==> src/rtl/uart_pkg.sv <==
// rtl/uart_pkg.sv - shared constants and FSM encoding for the buffered UART transmitter
// Purpose: parity mode codes, transmitter state encoding, default bit period and
//          the parity-bit helper used by fifo_uart_tx.
// Ports:   none (package).
package uart_pkg;

  localparam int PAR_NONE = 0;
  localparam int PAR_ODD  = 1;
  localparam int PAR_EVEN = 2;

  // 100 MHz system clock, 115200 baud
  localparam int DEFAULT_CLKS_PER_BIT = 868;

  typedef enum logic [2:0] {
    ST_IDLE   = 3'd0,
    ST_START  = 3'd1,
    ST_DATA   = 3'd2,
    ST_PARITY = 3'd3,
    ST_STOP   = 3'd4
  } uart_state_e;

  // acc is the XOR of all data bits; odd parity inverts it so that the total
  // number of ones including the parity bit comes out odd.
  function automatic logic parity_bit(input logic acc, input int mode);
    if (mode == PAR_ODD)  return ~acc;
    if (mode == PAR_EVEN) return acc;
    return 1'b1;
  endfunction

endpackage

==> src/rtl/sync_fifo.sv <==
// rtl/sync_fifo.sv - single-clock FIFO with registered full/empty/count
// Purpose: circular buffer of DEPTH entries (power of two) with a combinational
//          head read; pushes when full and pops when empty are ignored.
// Ports:   clk, rst (async, active high), push/din (write), pop (consume head),
//          dout (current head), full, empty, count (occupancy 0..DEPTH).
module sync_fifo #(
  parameter int WIDTH = 8,
  parameter int DEPTH = 16
) (
  input  logic                     clk,
  input  logic                     rst,
  input  logic                     push,
  input  logic [WIDTH-1:0]         din,
  input  logic                     pop,
  output logic [WIDTH-1:0]         dout,
  output logic                     full,
  output logic                     empty,
  output logic [$clog2(DEPTH):0]   count
);

  localparam int AW = $clog2(DEPTH);
  localparam logic [AW:0] DEPTH_CNT = DEPTH[AW:0];

  logic [WIDTH-1:0] mem_q [DEPTH];
  logic [AW-1:0]    wr_ptr_q, wr_ptr_d;
  logic [AW-1:0]    rd_ptr_q, rd_ptr_d;
  logic [AW:0]      count_q, count_d;
  logic             full_q, full_d;
  logic             empty_q, empty_d;
  logic             do_push, do_pop;

  always_comb begin
    do_push  = push && !full_q;
    do_pop   = pop && !empty_q;
    wr_ptr_d = wr_ptr_q;
    rd_ptr_d = rd_ptr_q;
    count_d  = count_q;
    // pointers are AW bits wide, so they wrap modulo DEPTH by themselves
    if (do_push) wr_ptr_d = wr_ptr_q + 1'b1;
    if (do_pop)  rd_ptr_d = rd_ptr_q + 1'b1;
    case ({do_push, do_pop})
      2'b10:   count_d = count_q + 1'b1;
      2'b01:   count_d = count_q - 1'b1;
      default: count_d = count_q;
    endcase
    // flags derived from the next count so all three stay consistent
    full_d  = (count_d == DEPTH_CNT);
    empty_d = (count_d == '0);
  end

  always_ff @(posedge clk or posedge rst) begin
    if (rst) begin
      wr_ptr_q <= '0;
      rd_ptr_q <= '0;
      count_q  <= '0;
      full_q   <= 1'b0;
      empty_q  <= 1'b1;
    end else begin
      wr_ptr_q <= wr_ptr_d;
      rd_ptr_q <= rd_ptr_d;
      count_q  <= count_d;
      full_q   <= full_d;
      empty_q  <= empty_d;
    end
  end

  // storage needs no reset: entries are only read once counted as valid
  always_ff @(posedge clk) begin
    if (do_push) mem_q[wr_ptr_q] <= din;
  end

  assign dout  = mem_q[rd_ptr_q];
  assign full  = full_q;
  assign empty = empty_q;
  assign count = count_q;

endmodule

==> src/rtl/fifo_uart_tx.sv <==
// rtl/fifo_uart_tx.sv - FIFO-buffered UART transmitter with configurable framing
// Purpose: queues characters written with a one-cycle strobe and serialises
//          them as start / DATA_BITS (LSB first) / optional parity / stop bits.
// Ports:   clk, rst (async, active high), din/wen (enqueue), tx_out (serial
//          line, idle high), busy (frame in progress), full, empty, count
//          (FIFO occupancy), overflow (one-cycle pulse on a dropped write).
module fifo_uart_tx
  import uart_pkg::*;
#(
  parameter int CLKS_PER_BIT = DEFAULT_CLKS_PER_BIT,
  parameter int DATA_BITS    = 8,
  parameter int DEPTH        = 16,
  parameter int PARITY       = PAR_NONE,
  parameter int STOP_BITS    = 1
) (
  input  logic                   clk,
  input  logic                   rst,
  input  logic [DATA_BITS-1:0]   din,
  input  logic                   wen,
  output logic                   tx_out,
  output logic                   busy,
  output logic                   full,
  output logic                   empty,
  output logic [$clog2(DEPTH):0] count,
  output logic                   overflow
);

  localparam int TW = $clog2(CLKS_PER_BIT);
  localparam logic [TW-1:0] TIMER_LAST = TW'(CLKS_PER_BIT - 1);
  localparam logic [2:0]    DATA_LAST  = 3'(DATA_BITS - 1);
  localparam logic [2:0]    STOP_LAST  = 3'(STOP_BITS - 1);

  uart_state_e          state_q, state_d;
  logic [TW-1:0]        timer_q, timer_d;
  logic [2:0]           bit_idx_q, bit_idx_d;
  logic [DATA_BITS-1:0] shreg_q, shreg_d;
  logic                 acc_q, acc_d;
  logic                 tx_q, tx_d;
  logic                 busy_q, busy_d;
  logic                 overflow_q, overflow_d;

  logic                 bit_end;
  logic                 load;
  logic [DATA_BITS-1:0] fifo_dout;
  logic                 fifo_full, fifo_empty;

  // full is the registered flag, so a write in the same cycle as a pop from a
  // full FIFO is still dropped
  sync_fifo #(
    .WIDTH (DATA_BITS),
    .DEPTH (DEPTH)
  ) u_fifo (
    .clk   (clk),
    .rst   (rst),
    .push  (wen),
    .din   (din),
    .pop   (load),
    .dout  (fifo_dout),
    .full  (fifo_full),
    .empty (fifo_empty),
    .count (count)
  );

  always_comb begin
    state_d   = state_q;
    timer_d   = timer_q;
    bit_idx_d = bit_idx_q;
    shreg_d   = shreg_q;
    acc_d     = acc_q;
    tx_d      = tx_q;
    load      = 1'b0;
    bit_end   = (timer_q == TIMER_LAST);

    if (state_q != ST_IDLE) timer_d = bit_end ? '0 : timer_q + 1'b1;

    // tx_d is the level of the cycle that follows this edge, so the line is
    // a pure register output
    case (state_q)
      ST_IDLE: begin
        tx_d    = 1'b1;
        timer_d = '0;
        load    = !fifo_empty;
      end
      ST_START: begin
        if (bit_end) begin
          state_d   = ST_DATA;
          bit_idx_d = '0;
          tx_d      = shreg_q[0];
        end
      end
      ST_DATA: begin
        if (bit_end) begin
          acc_d   = acc_q ^ shreg_q[0];
          shreg_d = shreg_q >> 1;
          if (bit_idx_q == DATA_LAST) begin
            bit_idx_d = '0;
            if (PARITY != PAR_NONE) begin
              state_d = ST_PARITY;
              tx_d    = parity_bit(acc_q ^ shreg_q[0], PARITY);
            end else begin
              state_d = ST_STOP;
              tx_d    = 1'b1;
            end
          end else begin
            bit_idx_d = bit_idx_q + 1'b1;
            tx_d      = shreg_q[1];
          end
        end
      end
      ST_PARITY: begin
        if (bit_end) begin
          state_d   = ST_STOP;
          bit_idx_d = '0;
          tx_d      = 1'b1;
        end
      end
      ST_STOP: begin
        if (bit_end) begin
          if (bit_idx_q == STOP_LAST) begin
            bit_idx_d = '0;
            if (!fifo_empty) begin
              load = 1'b1;
            end else begin
              state_d = ST_IDLE;
              tx_d    = 1'b1;
            end
          end else begin
            bit_idx_d = bit_idx_q + 1'b1;
          end
        end
      end
      default: begin
        state_d = ST_IDLE;
        tx_d    = 1'b1;
      end
    endcase

    // shared frame start from IDLE or straight out of the last stop bit
    if (load) begin
      state_d   = ST_START;
      shreg_d   = fifo_dout;
      acc_d     = 1'b0;
      tx_d      = 1'b0;
      timer_d   = '0;
      bit_idx_d = '0;
    end

    busy_d     = (state_d != ST_IDLE);
    overflow_d = wen && fifo_full;
  end

  always_ff @(posedge clk or posedge rst) begin
    if (rst) begin
      state_q    <= ST_IDLE;
      timer_q    <= '0;
      bit_idx_q  <= '0;
      shreg_q    <= '0;
      acc_q      <= 1'b0;
      tx_q       <= 1'b1;
      busy_q     <= 1'b0;
      overflow_q <= 1'b0;
    end else begin
      state_q    <= state_d;
      timer_q    <= timer_d;
      bit_idx_q  <= bit_idx_d;
      shreg_q    <= shreg_d;
      acc_q      <= acc_d;
      tx_q       <= tx_d;
      busy_q     <= busy_d;
      overflow_q <= overflow_d;
    end
  end

  assign tx_out   = tx_q;
  assign busy     = busy_q;
  assign full     = fifo_full;
  assign empty    = fifo_empty;
  assign overflow = overflow_q;

endmodule

==> config.mk <==
export PLATFORM = sky130hd
export DESIGN_NAME = fifo_uart_tx
export DESIGN_NICKNAME = d
export VERILOG_FILES = /design/src/rtl/uart_pkg.sv /design/src/rtl/sync_fifo.sv /design/src/rtl/fifo_uart_tx.sv
export SDC_FILE = /design/constraint.sdc
export NUM_CORES = 1
export LEC_CHECK = 0
export CAP_MARGIN = 0
export CORE_MARGIN = 2
export CORE_UTILIZATION = 55
export CTS_CLUSTER_SIZE = 25
export DETAILED_ROUTE_END_ITERATION = 10
export PLACE_DENSITY = 0.75
export SKIP_LAST_GASP = 1
export SYNTH_ARGS = -nofsm -noshare
export SYNTH_HDL_FRONTEND = slang
export SYNTH_SLANG_ARGS = --single-unit
==> constraint.sdc <==
create_clock -name clk -period 3.44 [get_ports clk]
set_input_delay 0.344 -clock clk [delete_from_list [all_inputs] [get_ports clk]]
set_output_delay 0.344 -clock clk [all_outputs]
set_load 0.1 [all_outputs]
# Word level (Yosys, flattened, before mapping)
# Memories as Yosys holds them, arrays and structs flattened.
# Index checks and enable logic that the tools add are counted.
# op_classes
div_mod_pow,0
n_lt_le_gt_ge,0
n_bitwise,0
multipliers,0
eq_ne,16
addsub,6
n_shift,0
n_reduce_logical,18
mux,39
# op_table
cell,n
2-to-1 mux 3 bit,14
2-to-1 mux 10 bit,4
2-to-1 mux 8 bit,3
"inequality test 3 x 2 -> 1 bit, second input constant",5
case mux 3 bit (5 select lines),1
2-to-1 mux 1 bit,13
"adder 10 x 1 -> 10 bit, second input constant",1
"equality test 10 bit, second input constant",1
case mux 5 bit (2 select lines),1
case mux 3 bit (3 select lines),1
nonzero test 3 bit,3
"adder 4 x 1 -> 4 bit, second input constant",2
"equality test 3 x 2 -> 1 bit, second input constant",2
"equality test 3 bit, second input constant",2
zero test 3 bit,2
"inequality test 3 x 1 -> 1 bit, second input constant",2
AND reduction 6 bit,1
"adder 5 x 1 -> 5 bit, second input constant",1
"equality test 5 bit, second input constant",1
zero test 5 bit,1
"subtractor 5 x 1 -> 5 bit, second input constant",1
case mux 1 bit (4 select lines),1
AND reduction 4 bit,1
nonzero test 2 bit,2
10 further kinds,13
# word_totals
latchBits,0
mem_bits_rw,128
register_bits,42
mem_count,1
romBits,0
elab_cells,92
input_bits,11
# memory_table
memory,depth,word_bits,rd,rd_clocked_by_memory_dff,write_ports,line_no,source
u_fifo.mem_q,16,8,1,0,1,sync_fifo.sv:24,logic [WIDTH-1:0] mem_q [DEPTH];

# Depth between registers and ports, before layout
# Gate-level depths: netlist of the first run.
# depth
ltp_word,8
ltp_mapped,14
depth_no_buf,13

# Hierarchy
# From an unflattened synthesis of the first run, not the netlist that was laid out.
# unflattened
cells_unflattened,438
area_unflattened_um2,7239.4
# modules_own_cells
mod,cells_each,seq_area_each_um2,area_each_um2,n_inst
sync_fifo,281,4220.3,5775.5,1
fifo_uart_tx,157,676.9,1463.9,1

# Worst setup path after synthesis of the first run
# Ideal clock, no wire load.
# synth_path
kind,flip-flop to flip-flop
startpoint,register timer_q[0]
endpoint,register u_fifo.full_q (netlist: u_fifo.full)
stages_incl_launch_ff,13
synth_period_minus_slack_ps,3530
slack_ps,-90
n_path_buf,1
arrival_ps,3450
path_cell_list,dfrtp_1 > ha_1 > or4b_4 > o31ai_4 > nand2_1 > clkinv_1 > ha_1 > clkbuf_1 > or4b_2 > a211oi_1 > a21oi_1 > a32o_1 > nor3b_2
# synth_via
elab_chain_cells,7
# synth_rtl
item,line_no,source
"start, declared",fifo_uart_tx.sv:34,"logic [TW-1:0] timer_q, timer_d;"
"start signal, assigned",fifo_uart_tx.sv:164,timer_q <= timer_d;
equality test 10 bit (*),fifo_uart_tx.sv:72,bit_end = (timer_q == TIMER_LAST);
2-to-1 mux 1 bit (*),fifo_uart_tx.sv:118,if (bit_end) begin
case mux 1 bit (2 select lines) (*),fifo_uart_tx.sv:78,case (state_q)
logical AND 1 bit (*),sync_fifo.sv:34,do_pop = pop && !empty_q;
equality test 2 x 1 -> 1 bit / equality test 2 bit (equally long branches),sync_fifo.sv:41,"case ({do_push, do_pop})"
case mux 5 bit (2 select lines) (*),sync_fifo.sv:41,
equality test 5 bit (*),sync_fifo.sv:47,full_d = (count_d == DEPTH_CNT);
named net u_fifo.full_d,sync_fifo.sv:28,"logic full_q, full_d;"
"end signal, assigned",sync_fifo.sv:62,full_q <= full_d;
"end, declared",sync_fifo.sv:28,
# The timed path passes the listed nets; every way through them passes the cells marked *.
# A chain may end at the register's enable or synchronous reset.

# Worst setup path in the final report of the first run
# Same ends and word-level chain as after synthesis.

==> impl_results.md, run 1 <==
- Chip width: 119 um
- Vias per cell: 5.92
- WS Path Type: reg -> reg
- Routability cong.: 0.846
- Rows: 42
- CP Capture Type: register
- Main area contributors after synthesis: edfxtp_1, dfrtp_1, mux4_2
- GR peak layer: met2
- Clock-pin transition on the worst setup and hold timing paths: 0.06 ns
- Crit path time final: 3.28 ns
- GR met2 Demand/Resource: 0.316
- Most used DFF post-synth: edfxtp_1
- Cells after Synth: 467
- Drt first pass iters: 5
- Die area: 0.0142 sq mm
- Final ANT Viol Nets: 0
- Synth cell count leaders: edfxtp_1, dfrtp_1, mux4_2, nand2_1, nor2_1
- Count leader, synth: edfxtp_1
- Total gr overflow: 0
- First-pass GRT wire length: 22400 um
- Top cell type's share of synthesized area: 0.527
- Core Region: 0.0131 sq mm
- Critical Path AT: 3.62 ns
- Setup TNS: 0 ns
- Unique masters post-synth: 54
- Leak: 2.90 nW
- Tightest Hold Check Type: in -> async
- Final Hold Viols: 0
- Max-slew headroom: 0.348
- H-tree depth: 4
- Status: completed
- Worst Setup Start Kind: register
- Num CTS Buffers: 17
- Die H: 119 um
- R2R cell count: 12
- Final #Nets: 525
- Worst-margin pin slew: 0.975 ns
- Async SR Flop Fraction: 0.247
- First DRT Iteration DRCs: 436
- Total Routed Length: 14100 um
- PortBufs: 20
- Area leader, netlist: edfxtp_1
- Number of diodes: 0
- DP Wirelength: 8940 um
- WP data required: 3.78 ns
- Slew Limit Fails: 0
- CTS tree: yes
- Grt met1 use: 0.307
- Synth-to-layout area growth: 14.2%
- Routed wire per std cell: 20.5 um
- Post-synthesis sequential area ratio: 0.671
- Hold_ws: 0.358 ns
- Maxcap violations: 0
- Met3 usage: 0.0455
- Clk Latency, worst-skew pair: 0.42 ns
- Syn Area/Cell: 15.6 sq um
- Total I/O pin count: 21
- Layout cell share with drive strength beyond 1: 0.200
- Starting density of the core: 0.558
- Clk buf depth: 2
- Syn Std Cell Area: 0.00730 sq mm
- Yosys warning count: 0
- Sinks on Clock Net: 170
- Largest net degree at the start of global routing: 43
- Pwr dens: 621 mW/mm^2
- RSZ-0062 raised after global routing: no
- CP max FO: 3
- Via count: 4094
- EDFF count, synth: 128
- Vias in the first global route: 4166
- Fmax: 305 MHz
- Post-synth net total: 489
- # DRC: 0
- Seq cells post-synth: 170
- GRT Util Overall: 0.213
- Final worst-path cycle share: 0.955
- Antenna violations before repair: 0
- Worst Skew: 0.00815 ns
- Worst vdd ir: 362 uV
- # setup viols final: 0
- Clock root buffer: clkbuf_16
## metrics by stage
step	setup WS (ns)	util	power, mW	area [sq um]	cells
final	0.156	0.637	5.18	8330	691
after global routing	0.00296	0.637	5.36	8330	691
after floorplan	0.00960	-	3.22	7300	467
after global placement	0.197	0.594	3.45	7770	657
after CTS	0.0775	0.634	5.18	8290	688
after detailed placement	0.100	0.594	3.49	7770	657
## cells by family after synthesis
family,Yosys count,share of synthesized area
buffers and inverters,35,0.0192
xor gates and xnor gates,19,0.0228
muxes,43,0.116
and+or+nand+nor,122,0.0912
AOI/OAI and AO/OA,67,0.0609
adders and majority gates,11,0.0189
DFF,170,0.671
## cell usage in the layout, fill, tap and decap left out, types with 3 or more instances in the layout
| cell | instances |
|---|---|
| a211oi_1 | 14 |
| a21oi_1 | 17 |
| a22oi_1 | 3 |
| a31oi_1 | 3 |
| and2_1 | 18 |
| and3_1 | 4 |
| buf_4 | 20 |
| clkbuf_16 | 17 |
| clkdlybuf4s50_1 | 20 |
| clkinv_1 | 3 |
| clkinv_2 | 4 |
| clkinv_4 | 3 |
| dfrtp_1 | 39 |
| edfxtp_1 | 128 |
| ha_1 | 11 |
| inv_1 | 9 |
| mux2i_1 | 9 |
| mux4_2 | 33 |
| nand2_1 | 24 |
| nand2b_1 | 4 |
| nand3_1 | 8 |
| nor2_1 | 20 |
| nor2b_1 | 9 |
| nor3_1 | 7 |
| nor3_2 | 3 |
| o21ai_0 | 12 |
| o21ai_1 | 3 |
| or2_2 | 4 |
| or3_1 | 6 |
| xnor2_1 | 14 |
| xor2_1 | 5 |
## critical path, cell delays in order, from the launching register on
cell,delay (ns)
dfrtp_1,0.37
ha_1,0.18
or4b_4,0.50
o31ai_4,0.29
buf_4,0.16
nand2_2,0.05
xnor2_1,0.13
ha_1,0.32
or4b_4,0.51
a211oi_2,0.17
a21oi_1,0.06
a32o_1,0.28
nor3b_2,0.17
## registers in the layout (all words and copies together) (netlist names)
name	count
overflow	1
u_fifo.wr_ptr_q	4
u_fifo.full	1
u_fifo.count	5
bit_idx_q	3
state_q	3
u_fifo.rd_ptr_q	4
u_fifo.empty	1
shreg_q	8
u_fifo.mem_q	128
busy	1
timer_q	10
tx_out	1
## routing by layer
metal  wire length [um]  share of wire
met4                337          0.024
met2               6680           0.47
met1               6370           0.45
met5                  0              0
met3                748          0.053
## timing repair
item | 4_1_cts | 5_1_grt
resized for setup | 0 | 5
setup endpoints to repair | 0 | 2
hold buffers | 0 | 0
setup buffers | 0 | 3
## power by group
group / total [mW] / internal (mW) / leakage [nW] / switching (mW)
Clock: 1.71 / 0.926 / 0.259 / 0.784
Combinational: 0.910 / 0.294 / 0.969 / 0.615
Sequential: 2.56 / 2.43 / 1.67 / 0.130
## layout make-up
cell class | instances | area, sq um
multi-input combinational | 262 | 2280
sequential | 170 | 4900
timing repair buffer | 41 | 370
inverter | 11 | 42.5
tap | 176 | 220
clock inverter | 13 | 96.3
clock buffer | 18 | 429
fill | 912 | 4750
## worst paths after layout
| path | slack (ns) | start | end |
|---|---|---|---|
| setup / recovery | 0.16 | timer_q[0] | u_fifo.full |
| max in group asynchronous | 2.71 | rst | u_fifo.rd_ptr_q[0] |
| min in group clk | 0.46 | timer_q[0] | timer_q[0] |
| hold reg to reg | 0.46 | timer_q[0] | timer_q[0] |
| setup reg to reg | 0.16 | timer_q[0] | u_fifo.full |
| hold / removal | 0.36 | rst | u_fifo.count[2] |
No activity file was read; power rests on OpenSTA's default activity.
==> inputs of run 2 (changes only) <==
Settings changed: HOLD_SLACK_MARGIN set to 0.05.
==> results of run 2 <==
The final DEF is identical to that of run 1; final timing and power are the same.
